[src/rtl/board_uart_tx.sv]
// board_uart_tx: snapshots the board cells and game status, then sends them as a 12-byte ASCII line over UART 8N1
//   clk, rst      : clock, synchronous active-high reset
//   start_i       : one-cycle request to send the current board
//   raddr_o       : read address to the register array
//   rdata_i       : cell contents, valid one cycle after raddr_o
//   gameover_i    : game status, bits [1:0] used
//   txd_o, busy_o : serial line (idle high) and frame-in-progress flag
module board_uart_tx #(
  parameter int CLKS_PER_BIT = 868,
  parameter int NCELLS = 9
) (
  input  logic       clk,
  input  logic       rst,
  input  logic       start_i,
  output logic [3:0] raddr_o,
  input  logic [1:0] rdata_i,
  input  logic [9:0] gameover_i,
  output logic       txd_o,
  output logic       busy_o
);
  localparam int BW = $clog2(CLKS_PER_BIT);
  localparam int NBYTES = NCELLS + 3;
  localparam int YW = $clog2(NBYTES);
  localparam int CW = $clog2(NCELLS);
  typedef enum logic [1:0] {IDLE, SNAP, SEND} state_e;
  state_e state_q;
  logic [BW-1:0] baud_q, baud_d;
  logic [3:0] bit_q, bit_d, sc_q, raddr_q;
  logic [YW-1:0] byte_q, byte_d;
  logic [1:0] cells_q [NCELLS];
  logic [1:0] status_q, cell_sel;
  logic [7:0] ch;
  logic baud_end, bit_end, frame_end, pending_q, txd_q, txd_d, busy_q;
  logic unused_go;
  assign unused_go = ^gameover_i[9:2];
  assign raddr_o = raddr_q;
  assign txd_o = txd_q;
  assign busy_o = busy_q;
  always_comb begin
    baud_end = baud_q == BW'(CLKS_PER_BIT - 1);
    bit_end = bit_q == 4'd9;
    frame_end = baud_end && bit_end && byte_q == YW'(NBYTES - 1);
    baud_d = baud_end ? '0 : baud_q + 1'b1;
    bit_d = !baud_end ? bit_q : bit_end ? 4'd0 : bit_q + 4'd1;
    byte_d = !(baud_end && bit_end) ? byte_q : frame_end ? '0 : byte_q + 1'b1;
    cell_sel = cells_q[byte_d < YW'(NCELLS) ? CW'(byte_d) : '0];
    ch = byte_d < YW'(NCELLS) ? (cell_sel == 2'd0 ? 8'h2E : cell_sel == 2'd1 ? 8'h58 :
                                 cell_sel == 2'd2 ? 8'h4F : 8'h3F) :
         byte_d == YW'(NCELLS) ? (status_q == 2'd0 ? 8'h2D : status_q == 2'd1 ? 8'h31 :
                                  status_q == 2'd2 ? 8'h32 : 8'h54) :
         byte_d == YW'(NCELLS + 1) ? 8'h0D : 8'h0A;
    // bit 0 is the start bit, bit 9 the stop bit, bits 1..8 carry data LSB first
    txd_d = bit_d == 4'd0 ? 1'b0 : bit_d == 4'd9 ? 1'b1 : ch[3'(bit_d - 4'd1)];
  end
  always_ff @(posedge clk) begin
    if (rst) begin
      state_q <= IDLE;
      txd_q <= 1'b1;
      busy_q <= 1'b0;
      raddr_q <= '0;
      pending_q <= 1'b0;
      sc_q <= '0;
      baud_q <= '0;
      bit_q <= '0;
      byte_q <= '0;
      status_q <= '0;
    end else begin
      case (state_q)
        IDLE: if (start_i) begin
          state_q <= SNAP;
          status_q <= gameover_i[1:0];
          busy_q <= 1'b1;
          sc_q <= '0;
          raddr_q <= '0;
        end
        SNAP: begin
          // sc_q counts 0..NCELLS; data for address k arrives while sc_q = k+1
          pending_q <= pending_q | start_i;
          sc_q <= sc_q + 4'd1;
          raddr_q <= sc_q < 4'(NCELLS - 1) ? sc_q + 4'd1 : '0;
          if (sc_q != '0) cells_q[CW'(sc_q - 4'd1)] <= rdata_i;
          if (sc_q == 4'(NCELLS)) begin
            state_q <= SEND;
            txd_q <= 1'b0;
            baud_q <= '0;
            bit_q <= '0;
            byte_q <= '0;
          end
        end
        SEND: begin
          baud_q <= baud_d;
          bit_q <= bit_d;
          byte_q <= byte_d;
          txd_q <= frame_end ? 1'b1 : txd_d;
          pending_q <= frame_end ? 1'b0 : pending_q | start_i;
          if (frame_end) begin
            // a request seen during the frame (even on its last cycle) re-snaps with no idle gap
            state_q <= (pending_q | start_i) ? SNAP : IDLE;
            busy_q <= pending_q | start_i;
            status_q <= gameover_i[1:0];
            sc_q <= '0;
          end
        end
        default: state_q <= IDLE;
      endcase
    end
  end
endmodule

[config.mk]
export PLATFORM = sky130hd
export DESIGN_NAME = board_uart_tx
export DESIGN_NICKNAME = d
export VERILOG_FILES = /design/src/rtl/board_uart_tx.sv
export SDC_FILE = /design/constraint.sdc
export NUM_CORES = 1
export LEC_CHECK = 0
export BUFFER_PORTS_ARGS = -buffer_cell sky130_fd_sc_hd__buf_2
export CORE_MARGIN = 5
export CORE_UTILIZATION = 50
export CTS_CLUSTER_DIAMETER = 60
export DETAILED_ROUTE_END_ITERATION = 10
export GPL_ROUTABILITY_DRIVEN = 0
export HOLD_SLACK_MARGIN = 0.05
export PLACE_DENSITY_LB_ADDON = 0.08
export RECOVER_POWER = 100
export SYNTH_ARGS = -nofsm -noshare
export SYNTH_HDL_FRONTEND = slang
export SYNTH_SLANG_ARGS = --single-unit
[constraint.sdc]
create_clock -name clk -period 3.2 [get_ports clk]
set_input_delay 0.48 -clock clk [delete_from_list [all_inputs] [get_ports clk]]
set_output_delay 0.48 -clock clk [all_outputs]
set_load 0.01 [all_outputs]
==> summary.md <==
| Metric | Value |
|---|---|
| Pre-Repair DR Iteration Count | `5` |
| Ys Warns | `0` |
| Hold slack | `0.409 ns` |
| Grt total ovfl | `0` |
| Clock slew at reported path FFs | `0.09 ns` |
| WL met3 | `137 um` |
| Root Buffer | `clkbuf_8` |
| Crit path cell chain | `ha_4, and4b_2, and4_4, mux2_4, nor3_4, xnor2_2, nor2_1, a221o_1, ha_4, and3_1, a21oi_1, a21o_1, o211a_1, o21ai_2` |
| Die extent in y | `90.9 um` |
| Die width | `90.9 um` |
| Hold-critical path endpoint | `status_q[0]` |
| Syn nets | `409` |
| Tot GR Track Use | `17.2%` |
| Pwr dens | `415 nW/um^2` |
| Initial Util | `51.5%` |
| R2R cell count | `14` |
| Worst path max stage delay | `0.36 ns` |
| # setup viols final | `0` |
| CORE AREA | `6350 um^2` |
| EDFF count, synth | `18` |
| Post-route cell area | `3800 um^2` |
| Peak VDD IR | `0.000431 V` |
| Largest family of logic cells by synthesized area | `simple AND/OR/NAND/NOR gates` |
| Adder-cell share of the synthesized area | `9.95%` |
| Placed cell areas | `3580 um^2` |
| Worst reg2reg setup slack | `0.13 ns` |
| Share of cells above drive strength 1 | `19.4%` |
| Post-synthesis sequential area ratio | `36.7%` |
| H-tree depth | `2` |
| Uppermost routed layer | `met4` |
| Clock skew | `0.00668 ns` |
| Worst hold path depth | `3` |
| Post-Synth XOR/XNOR Area | `1.34%` |
| Hold_sp | `gameover_i[0]` |
| Number of placed I/O pins | `21` |
| Final wirelength | `7.25 mm` |
| Mux cell area share after synthesis | `6.51%` |
| Fmax | `0.326 GHz` |
| Cells after Synth | `368` |
| Min Tclk post-route | `3.07 ns` |
| Initial DRC Count | `123` |
| ANT cells | `0` |
| Non-filler cells, final | `480` |
| Leakage power | `1.47 nW` |
| Nets | `443` |
| Post-Place Cells | `470` |
| Crit path top cell by count | `ha_4` |
| Relative slew slack | `58.4%` |
| RSZ-0062 raised after global routing | `yes` |
| DRC | `0` |
| Kind of critical path | `register to register` |
| FF/Latch Area | `1200 um^2` |
| Worst hold-check path type | `input port to register` |
| Synth Cell Area | `3270 um^2` |
| I/O Buffers | `12` |
| Critical-path top delay cell | `dfxtp_2` |
| Max cap viols | `0` |
| Largest net degree at the start of global routing | `35` |
| Tightest Pin Transition | `0.624 ns` |
| Cts bufs inserted | `5` |
| Reg-to-reg endpoint | `txd_o` |
| Footprint of the multi-input gates | `2070 um^2` |
| Simple-gate share of the synthesized area | `23.6%` |
| Max Root-Sink Buffers | `2` |
| # rows | `29` |
| Clk_lat worst skew | `0.30 ns` |
| Vias in the first global route | `2677` |
| WP data arrival | `3.26 ns` |
| Clock Sinks | `51` |
| Via/cell ratio | `5.82` |
| FILL cells | `568` |
| Met2 routed WL | `3.57 mm` |
| CTS tree | `built` |
| Vias | `2793` |
| CP Data Required Time | `3.39 ns` |
| Metal-1 WL | `3.44 mm` |
| Fin crit share | `95.8%` |
| Crit-path max FO | `6` |
| Average wire per standard cell | `15.1 um` |
| CP endpoint kind | `register` |
| First-pass GRT wire length | `12.0 mm` |
| DPL Wire Length | `5.25 mm` |
| Yosys reg bits | `51` |
| Die area | `8260 um^2` |
| Final TNS setup | `0 ns` |
| Synthesized area per cell | `8.88 um^2` |
| Yosys cell types | `64` |
| Async set or reset register ratio after synthesis | `0%` |
| Main flop type after synthesis | `dfxtp_1` |
| Post-synthesis compound-gate area fraction | `18.3%` |
| Area Overhead vs Synth | `16.3%` |
| RR Startpoint | `baud_q[1]` |
| Final Hold Vio Count | `0` |
| Status | `finished clean` |
| Initial antenna violation count | `0` |
| Pwr Total | `0.00158 W` |
| Antenna-violating nets left | `0` |
| Final Max Slew Viols | `0` |
| CP Launch Type | `register` |
==> stage by stage <==
step	setup WS (ns)	utilization [%]
finish	0.134	59.9
global route	-0.0324	59.9
CTS	0.00665	58.1
detailed placement	0.00662	56.4
global placement	0.0455	56.4
floorplan	0.0156	-
==> per-layer routing <==
layer	global-route usage, %	up-vias
met5	0	-
met4	5.26	0
met3	2.92	10
met2	28.9	35
met1	22.6	1337
li1	-	1411
==> cells in the mapped netlist (3+ instances only) <==
cell | number | area, um^2
clkbuf_1 | 11 | 41.3
a21o_1 | 4 | 30.0
a21oi_1 | 32 | 160
a32oi_1 | 4 | 35.0
a211oi_1 | 4 | 30.0
and3_1 | 11 | 68.8
dfxtp_1 | 33 | 661
a22oi_1 | 6 | 45.0
nor3_1 | 11 | 55.1
inv_1 | 12 | 45.0
nor2b_1 | 7 | 43.8
xnor2_1 | 3 | 26.3
nor2_1 | 47 | 176
o211ai_1 | 5 | 37.5
nand3_1 | 14 | 70.1
nand2_1 | 28 | 105
edfxtp_1 | 18 | 541
nand4_1 | 5 | 31.3
a31oi_1 | 4 | 25.0
ha_1 | 26 | 325
mux2i_1 | 9 | 90.1
nand2b_1 | 5 | 31.3
o21ai_0 | 14 | 70.1
mux2_2 | 4 | 45.0
==> power by group <==
part,total (W),switching (W),internal [W]
Clock,0.000376,0.000219,0.000157
Sequential,0.000751,0.0000395,0.000712
Combinational,0.000451,0.000290,0.000160
Total,0.00158,0.000549,0.00103
==> how the worst max path moves through the flow <==
stage,start,slack (ns),cells past startpoint,to
4_1_cts,baud_q[1],0.007,15,txd_o
6_report,baud_q[1],0.13,14,txd_o
3_3_place_gp,baud_q[1],0.05,13,txd_o
5_1_grt,baud_q[1],-0.03,14,txd_o
2_1_floorplan,baud_q[1],0.02,15,txd_o
3_5_place_dp,baud_q[1],0.007,14,txd_o
==> state kept, by name, indices dropped and copies added, names as in the netlist <==
| name | flops |
|---|---|
| baud_q | 10 |
| status_q | 2 |
| busy_o | 1 |
| state_q | 2 |
| byte_q | 4 |
| bit_q | 4 |
| txd_o | 1 |
| pending_q | 1 |
| sc_q | 4 |
| raddr_o | 4 |
| cells_q | 18 |
==> cell families after synthesis <==
kind of cell	Yosys count
AO/OA/AOI/OAI	92
XOR/XNOR	5
adder cells (fa/ha/maj)	26
buffers and inverters	28
flip-flops	51
multiplexers	18
AND/OR/NAND/NOR	148
==> worst max-delay path, delay by kind of cell, from the launching register on <==
kind / cells / cell delay [ns]
adder cells (fa/ha/maj): 2 / 0.40
AO/OA/AOI/OAI: 5 / 0.77
multiplexers: 1 / 0.35
XOR/XNOR: 1 / 0.13
AND/OR/NAND/NOR: 5 / 0.94
flip-flops: 1 / 0.36
==> placed cells by master, fill, tap and decap left out, types with 3 or more instances in the layout <==
| cell type | count |
|---|---|
| edfxtp_1 | 18 |
| o211ai_1 | 5 |
| inv_1 | 12 |
| mux2_4 | 3 |
| nand4_1 | 5 |
| nor2_1 | 46 |
| a32oi_1 | 4 |
| a21oi_1 | 31 |
| dfxtp_1 | 31 |
| mux2i_1 | 8 |
| nor3_1 | 10 |
| nand3_1 | 14 |
| and3_1 | 11 |
| a31oi_1 | 4 |
| nor2b_1 | 7 |
| buf_2 | 4 |
| a211oi_1 | 3 |
| buf_4 | 29 |
| o21ai_0 | 14 |
| nand2b_1 | 5 |
| ha_1 | 24 |
| nand2_1 | 27 |
| clkbuf_8 | 5 |
| a21o_1 | 4 |
| a22oi_1 | 6 |
| mux2i_4 | 3 |
| mux2_2 | 3 |
| clkbuf_1 | 8 |
==> cell type report <==
type                            count  share of cell area, %
Timing Repair Buffer               43                   7.64
Sequential cell                    51                   31.7
Clock inverter                      3                  0.658
Inverter                           12                   1.18
Tap cell                           77                   2.53
Clock buffer                        5                   1.81
Multi-Input combinational cell    289                   54.5
==> repair_timing <==
action	CTS	global route
pin swaps	0	6
setup endpoints to repair	1	1
endpoints found under the hold margin	0	0
setup buffers	0	2
hold buffers	0	0
resized for setup	5	19
Power figures use the tool's default switching activity.
